===== src/rtl/instruction_fetch_unit_pkg.sv =====
// Shared definitions for the instruction fetch unit.
//   XLEN    : architectural register / address width
//   PC_INC  : byte distance between consecutive 32-bit instructions
//   fetch_state_e : fetch FSM states (IDLE, FETCH)
package instruction_fetch_unit_pkg;

  localparam int XLEN = 32;
  localparam logic [XLEN-1:0] PC_INC = 32'd4;

  typedef enum logic {
    IDLE  = 1'b0,
    FETCH = 1'b1
  } fetch_state_e;

endpackage


===== src/rtl/instruction_fetch_unit_fetch_buffer.sv =====
// Synchronous FIFO holding fetched {pc, instruction} pairs.
//   clk, reset : clock and synchronous active-high reset (pointers/count only)
//   push_i     : write wdata_i at the tail this edge
//   pop_i      : advance the head this edge
//   flush_i    : drop all entries (takes priority over push/pop)
//   wdata_i    : entry to write
//   rdata_o    : current head entry (valid when count_o != 0)
//   count_o    : number of stored entries
// The caller guarantees no push when full without a simultaneous pop and no
// pop when empty. BUF_DEPTH must be a power of two so pointers wrap freely.
module fetch_buffer #(
  parameter int BUF_DEPTH = 2,
  parameter int DATA_W    = 64,
  localparam int PTR_W    = $clog2(BUF_DEPTH),
  localparam int CNT_W    = PTR_W + 1
) (
  input  logic              clk,
  input  logic              reset,
  input  logic              push_i,
  input  logic              pop_i,
  input  logic              flush_i,
  input  logic [DATA_W-1:0] wdata_i,
  output logic [DATA_W-1:0] rdata_o,
  output logic [CNT_W-1:0]  count_o
);

  logic [DATA_W-1:0] mem_q [BUF_DEPTH];
  logic [PTR_W-1:0]  wr_ptr_q, wr_ptr_d;
  logic [PTR_W-1:0]  rd_ptr_q, rd_ptr_d;
  logic [CNT_W-1:0]  count_q,  count_d;

  always_comb begin
    wr_ptr_d = wr_ptr_q;
    rd_ptr_d = rd_ptr_q;
    count_d  = count_q;
    if (flush_i) begin
      wr_ptr_d = '0;
      rd_ptr_d = '0;
      count_d  = '0;
    end else begin
      if (push_i) wr_ptr_d = wr_ptr_q + 1'b1;
      if (pop_i)  rd_ptr_d = rd_ptr_q + 1'b1;
      case ({push_i, pop_i})
        2'b10:   count_d = count_q + 1'b1;
        2'b01:   count_d = count_q - 1'b1;
        default: count_d = count_q;
      endcase
    end
  end

  always_ff @(posedge clk) begin
    if (reset) begin
      wr_ptr_q <= '0;
      rd_ptr_q <= '0;
      count_q  <= '0;
    end else begin
      wr_ptr_q <= wr_ptr_d;
      rd_ptr_q <= rd_ptr_d;
      count_q  <= count_d;
    end
  end

  // Storage is data only: never reset, entries are qualified by count.
  always_ff @(posedge clk) begin
    if (push_i && !flush_i && !reset) mem_q[wr_ptr_q] <= wdata_i;
  end

  assign rdata_o = mem_q[rd_ptr_q];
  assign count_o = count_q;

endmodule


===== src/rtl/instruction_fetch_unit.sv =====
// Instruction fetch unit: walks the PC through instruction memory, buffers
// fetched words with their addresses, and handles redirects.
//   clk, reset           : clock, synchronous active-high reset
//   fetch_enable         : 1 = fetching permitted
//   redirect_valid/target: single-cycle PC redirect (flushes buffer)
//   chip_select, address : instruction-memory request (address always = pc)
//   instruction          : memory read data, same cycle as the request
//   out_valid/ready      : consumer handshake on the buffer head
//   out_instruction/pc   : head instruction and the address it came from
//   misalign_error       : sticky, set by a redirect target with bits[1:0]!=0
module instruction_fetch_unit
  import instruction_fetch_unit_pkg::*;
#(
  parameter logic [31:0] RESET_PC  = 32'h0000_0000,
  parameter int          BUF_DEPTH = 2
) (
  input  logic        clk,
  input  logic        reset,
  input  logic        fetch_enable,
  input  logic        redirect_valid,
  input  logic [31:0] redirect_target,
  output logic        chip_select,
  output logic [31:0] address,
  input  logic [31:0] instruction,
  output logic        out_valid,
  input  logic        out_ready,
  output logic [31:0] out_instruction,
  output logic [31:0] out_pc,
  output logic        misalign_error
);

  localparam int CNT_W = $clog2(BUF_DEPTH) + 1;
  localparam logic [CNT_W-1:0] DEPTH_C = CNT_W'(BUF_DEPTH);

  fetch_state_e     state_q, state_d;
  logic [XLEN-1:0]  pc_q, pc_d;
  logic             misalign_q, misalign_d;
  logic             fetch, pop, head_valid, buf_full;
  logic [CNT_W-1:0] count;
  logic [2*XLEN-1:0] head_entry;

  assign head_valid = (count != '0);
  assign buf_full   = (count == DEPTH_C);

  // State register
  always_ff @(posedge clk) begin
    if (reset) state_q <= IDLE;
    else       state_q <= state_d;
  end

  // Next-state logic
  always_comb begin
    state_d = state_q;
    case (state_q)
      IDLE:    if (fetch_enable)  state_d = FETCH;
      FETCH:   if (!fetch_enable) state_d = IDLE;
      default: state_d = IDLE;
    endcase
  end

  // Output logic. A redirect or reset cycle neither fetches nor pops; a full
  // buffer may still fetch when the head leaves in the same cycle.
  always_comb begin
    pop   = head_valid && out_ready && !redirect_valid && !reset;
    fetch = 1'b0;
    if (state_q == FETCH && !redirect_valid && !reset)
      fetch = !buf_full || pop;
  end

  always_comb begin
    pc_d = pc_q;
    if (redirect_valid)  pc_d = {redirect_target[31:2], 2'b00};
    else if (fetch)      pc_d = pc_q + PC_INC;
  end

  assign misalign_d = misalign_q || (redirect_valid && (redirect_target[1:0] != 2'b00));

  always_ff @(posedge clk) begin
    if (reset) begin
      pc_q       <= RESET_PC;
      misalign_q <= 1'b0;
    end else begin
      pc_q       <= pc_d;
      misalign_q <= misalign_d;
    end
  end

  fetch_buffer #(
    .BUF_DEPTH (BUF_DEPTH),
    .DATA_W    (2*XLEN)
  ) u_fetch_buffer (
    .clk     (clk),
    .reset   (reset),
    .push_i  (fetch),
    .pop_i   (pop),
    .flush_i (redirect_valid),
    .wdata_i ({pc_q, instruction}),
    .rdata_o (head_entry),
    .count_o (count)
  );

  // Reset overrides the visible outputs combinationally so the reset cycle
  // itself already presents the post-reset interface.
  assign chip_select     = fetch;
  assign address         = reset ? RESET_PC : pc_q;
  assign out_valid       = head_valid && !reset;
  assign out_pc          = head_entry[2*XLEN-1:XLEN];
  assign out_instruction = head_entry[XLEN-1:0];
  assign misalign_error  = misalign_q;

endmodule

===== config.mk =====
export PLATFORM = sky130hd
export DESIGN_NAME = instruction_fetch_unit
export DESIGN_NICKNAME = d
export VERILOG_FILES = /design/src/rtl/instruction_fetch_unit_pkg.sv /design/src/rtl/instruction_fetch_unit_fetch_buffer.sv /design/src/rtl/instruction_fetch_unit.sv
export SDC_FILE = /design/constraint.sdc
export NUM_CORES = 1
export LEC_CHECK = 0
export CAP_MARGIN = 20
export CORE_MARGIN = 8
export CORE_UTILIZATION = 45
export CTS_CLUSTER_SIZE = 40
export DETAILED_ROUTE_END_ITERATION = 6
export PLACE_DENSITY = 0.8
export SYNTH_ARGS = -nofsm -noshare
export SYNTH_HDL_FRONTEND = slang
export SYNTH_HIERARCHICAL = 1
export SYNTH_SLANG_ARGS = --single-unit

===== constraint.sdc =====
create_clock -name clk -period 7.9 [get_ports clk]
set_clock_uncertainty 0.2 [all_clocks]
set_input_delay 0.79 -clock clk [delete_from_list [all_inputs] [get_ports clk]]
set_output_delay 0.79 -clock clk [all_outputs]
set_load 0.005 [all_outputs]

# --- Yosys cells after proc, flatten, opt, wreduce, memory -nomap -nowiden ---
# Memories as Yosys holds them, arrays and structs flattened. A register that Yosys moved wholly into a read port is not among the register bits.
# Cells that the tools add are included.
word_totals:
  ff_bits: 38
  mem_bits_rw: 128
  in_bits: 69
  word_cells: 45
  memories: 1
op_classes:
  addsub: 5
  n_eq_ne: 3
  muxes: 10
  reduce_logical: 19
mem_list:
  columns: ["name", "depth", "width", "read_ports", "rd_clocked_by_memory_dff", "wr", "line_no", "rtl"]
  rows:
  - ["u_fetch_buffer.mem_q", 2, 64, 1, 1, 1, "instruction_fetch_unit_fetch_buffer.sv:27", "logic [DATA_W-1:0] mem_q [BUF_DEPTH];"]
op_table:
  columns: ["op", "count"]
  rows:
  - ["$mux W32", 3]
  - ["$add A32 B3 Y32 const B", 1]
  - ["$logic_and A1 B1 Y1", 9]
  - ["$reduce_bool A2 Y1", 4]
  - ["$mux W1", 6]
  - ["$eq A2 B2 Y1 const B", 2]
  - ["$pmux W2 S2", 1]
  - ["$logic_not A1 Y1", 3]
  - ["$add A1 B1 Y1 const B", 2]
  - ["$add A2 B1 Y2 const B", 1]
  - ["$eq A2 B1 Y1 const B", 1]
  - ["$logic_or A1 B1 Y1", 2]
  - ["$reduce_or A2 Y1", 1]
  - ["$sub A2 B1 Y2 const B", 1]

# --- Logic depth before layout (Yosys ltp) ---
logic_depth:
  word_depth: 10
  mapped_depth: 10
  depth_no_buf: 8

# --- Hierarchy ---
# The synthesis kept the hierarchy.
modules_own_cells:
  columns: ["mod", "n_inst", "cells_per_inst", "area_each_um2", "seq_area_each_um2"]
  rows:
  - ["fetch_buffer", 1, 220, 4845.9, 3943.8]
  - ["instruction_fetch_unit", 1, 277, 2084.5, 640.6]

# --- Worst setup path after synthesis ---
# OpenSTA, ideal clock, no wires.
synth_timing:
  kind: "input -> register"
  start: "input reset"
  end: "memory u_fetch_buffer.mem_q[0][0], enable pin"
  arrival_time_ns: 7.858
  path_slack_ns: -0.802
  path_stages: 7
  cell_sequence: "clkbuf_1 -> nor2_1 -> nand3b_1 -> inv_2 -> buf_2 -> inv_1 -> nor4_1"
synth_via:
  elab_chain_cells: 8
  elab_cells_between_ends: 9
synth_lines:
  columns: ["item", "line_no", "rtl"]
  rows:
  - ["start: declaration", "instruction_fetch_unit.sv:18", "input logic reset,"]
  - ["$logic_not A1 Y1 (*)", "instruction_fetch_unit.sv:64, instruction_fetch_unit.sv:66", null]
  - ["$logic_and A1 B1 Y1", "instruction_fetch_unit.sv:64", "pop = head_valid && out_ready && !redirect_valid && !reset;"]
  - ["$logic_or A1 B1 Y1", "instruction_fetch_unit.sv:67", "fetch = !buf_full || pop;"]
  - ["$mux W1 (*)", "instruction_fetch_unit.sv:66", "if (state_q == FETCH && !redirect_valid && !reset)"]
  - ["net chip_select", "instruction_fetch_unit.sv:22", "output logic chip_select,"]
  - ["$logic_and A1 B1 Y1 (*) (2 in series)", "instruction_fetch_unit_fetch_buffer.sv:65", "if (push_i && !flush_i && !reset) mem_q[wr_ptr_q] <= wdata_i;"]
  - ["$mux W1 (*)", "instruction_fetch_unit_fetch_buffer.sv:65", null]
  - ["$mux W1 (not written as such) (*)", "instruction_fetch_unit_fetch_buffer.sv:65", null]
  - ["end: declaration", "instruction_fetch_unit_fetch_buffer.sv:27", null]
# The timed path passes the listed nets; every way through them passes the cells marked *.

# --- Worst setup path in the final report ---
layout_timing:
  start: "input redirect_valid"
  end: "output chip_select"
layout_via:
  elab_chain_cells: 5
  elab_cells_between_ends: 7
layout_lines:
  columns: ["item", "line_no", "rtl"]
  rows:
  - ["start: declaration", "instruction_fetch_unit.sv:20", "input logic redirect_valid,"]
  - ["$logic_not A1 Y1 (*)", "instruction_fetch_unit.sv:64, instruction_fetch_unit.sv:66", null]
  - ["$logic_and A1 B1 Y1 (2 in series)", "instruction_fetch_unit.sv:64", null]
  - ["$logic_or A1 B1 Y1", "instruction_fetch_unit.sv:67", null]
  - ["$mux W1 (*)", "instruction_fetch_unit.sv:66", null]
  - ["end: declaration", "instruction_fetch_unit.sv:22", null]
# Every way passes the cells marked *; elsewhere a longest branch is shown, timed or not.

==> results.md <==
Layout:
- The net count reported at finish is 734.
- The number of fill cells in the layout is 1124.
- The top cell types in the final layout, fill and taps aside, are sky130_fd_sc_hd__clkdlybuf4s50_1 (164), sky130_fd_sc_hd__edfxtp_1 (128), sky130_fd_sc_hd__mux2_2 (65).
- The repair_antennas step left the layout with diodes totalling 0.
- The area added between synthesis and finish is 34.5%.
- In the final layout, the share of cells above drive strength 1 is 0.161.
- Leaving out fill and tap cells, the most frequent cell in the layout is sky130_fd_sc_hd__clkdlybuf4s50_1.

Power:
- The net switching fraction of the power is 0.205.
- The share of total power dissipated in combinational logic is 0.055.
- Of the total power, registers draw 0.510.
- The total power density per cell area is 203 mW/mm^2.
- Internal power comes to 1.51 mW.
- The cell leakage power is 3.10 nW.
- The sum of internal, switching and leakage power is 1.89 mW.
- The largest vdd supply drop is 0.164 mV.
- The switching power is 0.388 mW.
- The share of total power dissipated in the clock network is 0.435.

Yosys:
- By area the synthesized netlist is led by sky130_fd_sc_hd__edfxtp_1 (55%), sky130_fd_sc_hd__dfxtp_1 (11%), sky130_fd_sc_hd__mux2_2 (11%).
- For this run, the leading register cell type out of synthesis is sky130_fd_sc_hd__edfxtp_1.
- Of the total synthesized cell area, the portion taken by full adders, half adders and majority gates is 0.00361.
- The count of synthesis-stage warnings from yosys is 6.
- The area fraction in compound gates after synthesis is 0.0630.
- Of the post-synthesis cell area, the dominant cell type holds 0.555.
- The flip-flop and latch count after synthesis is 165.
- The netlist uses 51 different library cells.
- The combined area of all synthesized cells is 0.00693 sq mm.
- The mean post-synth cell area is 13.9 sq um.
- The post-synthesis share of cell area spent on and, or, nand and nor gates is 0.117.
- The number of instances in the synthesized netlist is 497.
- Of the total synthesized cell area, the portion taken by XOR and XNOR cells is 0.0177.
- The number of flops mapped to enable cells by yosys is 128.
- The share of synthesized area spent on multiplexers is 0.107.
- The top cell type by total area after synthesis is sky130_fd_sc_hd__edfxtp_1.
- The fraction of synthesis flops using an asynchronous set or reset pin is 0.
- The portion of the post-synthesis area used by sequential elements is 0.661.
- The dominant combinational cell family by area after synthesis is simple AND/OR/NAND/NOR gates.

Global route:
- The largest net degree at the start of global routing is 70.
- The via count of the first global-routing pass is 4769.
- The overall track demand over capacity in global routing is 0.168.
- Global routing finished with a remaining overflow of 0.
- The first global-routing pass estimated 25.7 mm of wire.
- The number of antenna violations at the first check in global routing is 0.

Critical path:
- The worst register-to-register path begins at u_fetch_buffer/count_o[0].
- For the worst setup path, the data required time is 6.91 ns.
- The launching element type of the critical path is a primary input.
- Across all register-to-register paths, the minimum setup slack is 4.75 ns.
- The endpoint identified for the worst register-to-register timing path is u_fetch_buffer/mem_q[0][49].
- The kind of critical path is in2out.
- Measured in cells, the most critical reg-to-reg path has a length of 8.
- The worst setup path is captured at an output pin.
- For the worst setup path, the data arrival time is 2.95 ns.
- Of all nets on the critical path, the largest fanout is 38.

Detailed routing:
- The routed design uses 8.17 mm of met2 wire.
- The post-route DRC violation count is 0.
- The detailed router finished its first iteration with 392 violations.
- The wire length after detailed routing is 16.4 mm.
- The final route contains 4623 vias.
- After detailed routing, the met3 layer carries 1.14 mm of wire.
- The number of nets with antenna violations after detailed routing is 0.
- The first TritonRoute pass finished after 4 iterations.
- The sum of routed wire segments on met1 is 6.98 mm.
- After detailed routing, the average wire length per cell comes to 19.0 um.
- In the routed layout, each cell is associated on average with a via count of 5.35.
- The topmost layer with routed signal wires is met4.

Timing:
- The total count of max-transition violations in the final report is 0.
- The final count of hold timing violations is 0.
- At the pin with the least slew margin, the transition time is 0.946 ns.
- Across all hold checks on the routed design, the worst slack comes to 0.270 ns.
- The worst setup slack after layout is 3.96 ns.
- Setup repair after global routing left no endpoint under its margin.
- The final total negative setup slack is 0 ns.
- The time the worst path needs with I/O delays and setup is 3.94 ns.
- Static timing analysis puts the maximum clock frequency at 0.254 GHz.
- The worst slew slack as a fraction of its limit is 0.369.
- The share of the clock period used by the worst path is 0.498.
- Setup violations remaining at the end of the flow were counted as 0.

Clocking:
- In this run, post-CTS hold repair placed 0 buffers.
- The post-CTS setup buffer count is 0.
- Clock-pin slew was measured on the worst setup and hold paths at 0.06 ns.
- The total clock sinks is 165.
- The quantity of gates resized following cts is 0.
- For the worst-skew pair, the clock arrives at the later sink with an insertion delay of 0.42 ns.
- Clock tree synthesis selected as its root buffer the cell sky130_fd_sc_hd__clkbuf_16.
- Buffers inserted during clock tree synthesis total 17.
- The clock tree from TritonCTS is done.
- The H-tree depth is 4.
- The number of buffers on the longest clock path is 2.

Hold path:
- The number of cells on the worst hold path is 2.
- The worst min-delay path endpoint is misalign_error.
- The critical hold path startpoint is misalign_error.
- In this run the worst hold path is classified as reg2reg.

Run status:
- The flow ran to the end, and the final reports show no timing, DRC or antenna violations.

Floorplan:
- The site row count is 45.
- For this configuration, the core starts out at a cell density of 0.458.
- 168 I/O pins were placed.
- Measured along the y axis, the die boundary spans 140 um.
- The die boundary width is 140 um.
- The floorplan step defined a die boundary enclosing 0.0196 sq mm.
- The placeable core region is 0.0151 sq mm.

Placement:
- The total of buffers placed on input and output ports is 165.
- After legalization and detailed placement, the total HPWL measured 11.0 mm.
- The global placer's final weighted congestion is 0.815.
- Timing analysis after detailed placement gives a worst setup slack of 3.18 ns.

Flow run:
- The tool flagged a number of max-cap violations equal to 0.
-- routing by layer --
layer  GRT usage  up-vias
met3      0.0584       12
li1            -     2205
met4      0.0457        0
met2       0.282      172
met5           0        -
met1       0.202     2234
-- Yosys cell counts (2+ instances only) --
cell type / instances
sky130_fd_sc_hd__o22ai_1: 7
sky130_fd_sc_hd__dfxtp_1: 37
sky130_fd_sc_hd__buf_6: 6
sky130_fd_sc_hd__and2_1: 10
sky130_fd_sc_hd__nand4_1: 7
sky130_fd_sc_hd__a22oi_1: 3
sky130_fd_sc_hd__and3_1: 10
sky130_fd_sc_hd__or3_1: 7
sky130_fd_sc_hd__and4_1: 5
sky130_fd_sc_hd__mux2_2: 65
sky130_fd_sc_hd__a21oi_1: 18
sky130_fd_sc_hd__buf_2: 3
sky130_fd_sc_hd__inv_1: 8
sky130_fd_sc_hd__nor2b_1: 27
sky130_fd_sc_hd__o211ai_1: 5
sky130_fd_sc_hd__nor2_1: 18
sky130_fd_sc_hd__xnor2_1: 3
sky130_fd_sc_hd__edfxtp_1: 128
sky130_fd_sc_hd__xor2_1: 11
sky130_fd_sc_hd__nor4_1: 5
sky130_fd_sc_hd__buf_4: 4
sky130_fd_sc_hd__clkbuf_1: 15
sky130_fd_sc_hd__nand2_1: 20
sky130_fd_sc_hd__nor3_1: 7
sky130_fd_sc_hd__a32oi_1: 2
sky130_fd_sc_hd__ha_1: 2
sky130_fd_sc_hd__a31oi_1: 14
sky130_fd_sc_hd__nand3_1: 16
sky130_fd_sc_hd__o21ai_0: 11
sky130_fd_sc_hd__a2bb2oi_1: 2
-- power by group through the flow --
stage	combinational (mW)	clock, mW	sequential [mW]
4_1_cts	0.105	0.839	0.966
2_1_floorplan	0.0404	0	0.978
6_report	0.105	0.824	0.966
3_5_place_dp	0.104	0	0.984
3_3_place_gp	0.102	0	0.983
5_1_grt	0.113	0.879	0.968
-- per-stage QoR --
| stage | utilization | cells | instance area, sq um |
|---|---|---|---|
| 3_5_place_dp | 0.575 | 831 | 8720 |
| 3_3_place_gp | 0.575 | 831 | 8720 |
| 6_report | 0.615 | 864 | 9320 |
| 2_1_floorplan | - | 502 | 6960 |
| 5_1_grt | 0.615 | 864 | 9320 |
| 4_1_cts | 0.615 | 863 | 9310 |
-- kinds of logic after synthesis --
kind of cell,after synthesis
fa+ha+maj,2
other cells,1
xor+xnor,14
buf+inv,37
flops,165
simple gates,142
compound gates,70
mux,66
-- worst max-delay path, stage by stage --
cell and delay (ns):
sky130_fd_sc_hd__clkdlybuf4s50_1 0.46, sky130_fd_sc_hd__buf_4 0.35, sky130_fd_sc_hd__nor2_1 0.09, sky130_fd_sc_hd__nand3b_1 0.10, sky130_fd_sc_hd__buf_4 0.34, sky130_fd_sc_hd__inv_2 0.26
sky130_fd_sc_hd__clkdlybuf4s50_1 0.53
-- flip-flops by register name, summed over array words and instances (netlist names), named ones only --
signal,flops
misalign_error,1
pc_q,30
state_q,1
u_fetch_buffer/count_o,2
u_fetch_buffer/mem_q,128
u_fetch_buffer/rd_ptr_q,1
u_fetch_buffer/wr_ptr_q,1
-- worst max path at each step --
stage	start	endpoint	slack, ns	depth (start not counted)
floorplan	reset	u_fetch_buffer/mem_q[0][0]	1.89	7
global placement	redirect_valid	u_fetch_buffer/mem_q[0][61]	3.25	9
detailed placement	redirect_valid	u_fetch_buffer/mem_q[0][25]	3.18	9
CTS	redirect_valid	u_fetch_buffer/mem_q[0][19]	3.63	9
global route	redirect_valid	chip_select	3.82	7
finish	redirect_valid	chip_select	3.96	7
-- cell type report --
| type | instances | area, sq um | share of cell area |
|---|---|---|---|
| clock inverters | 12 | 156 | 0.0168 |
| flip-flops and latches | 165 | 4590 | 0.492 |
| multi-input cells | 300 | 2180 | 0.234 |
| inverters | 9 | 33.8 | 0.00362 |
| well taps | 188 | 235 | 0.0252 |
| repair buffers | 170 | 1690 | 0.181 |
| clock buffers | 20 | 437 | 0.0469 |
No activity file was read; power rests on OpenSTA's default activity.
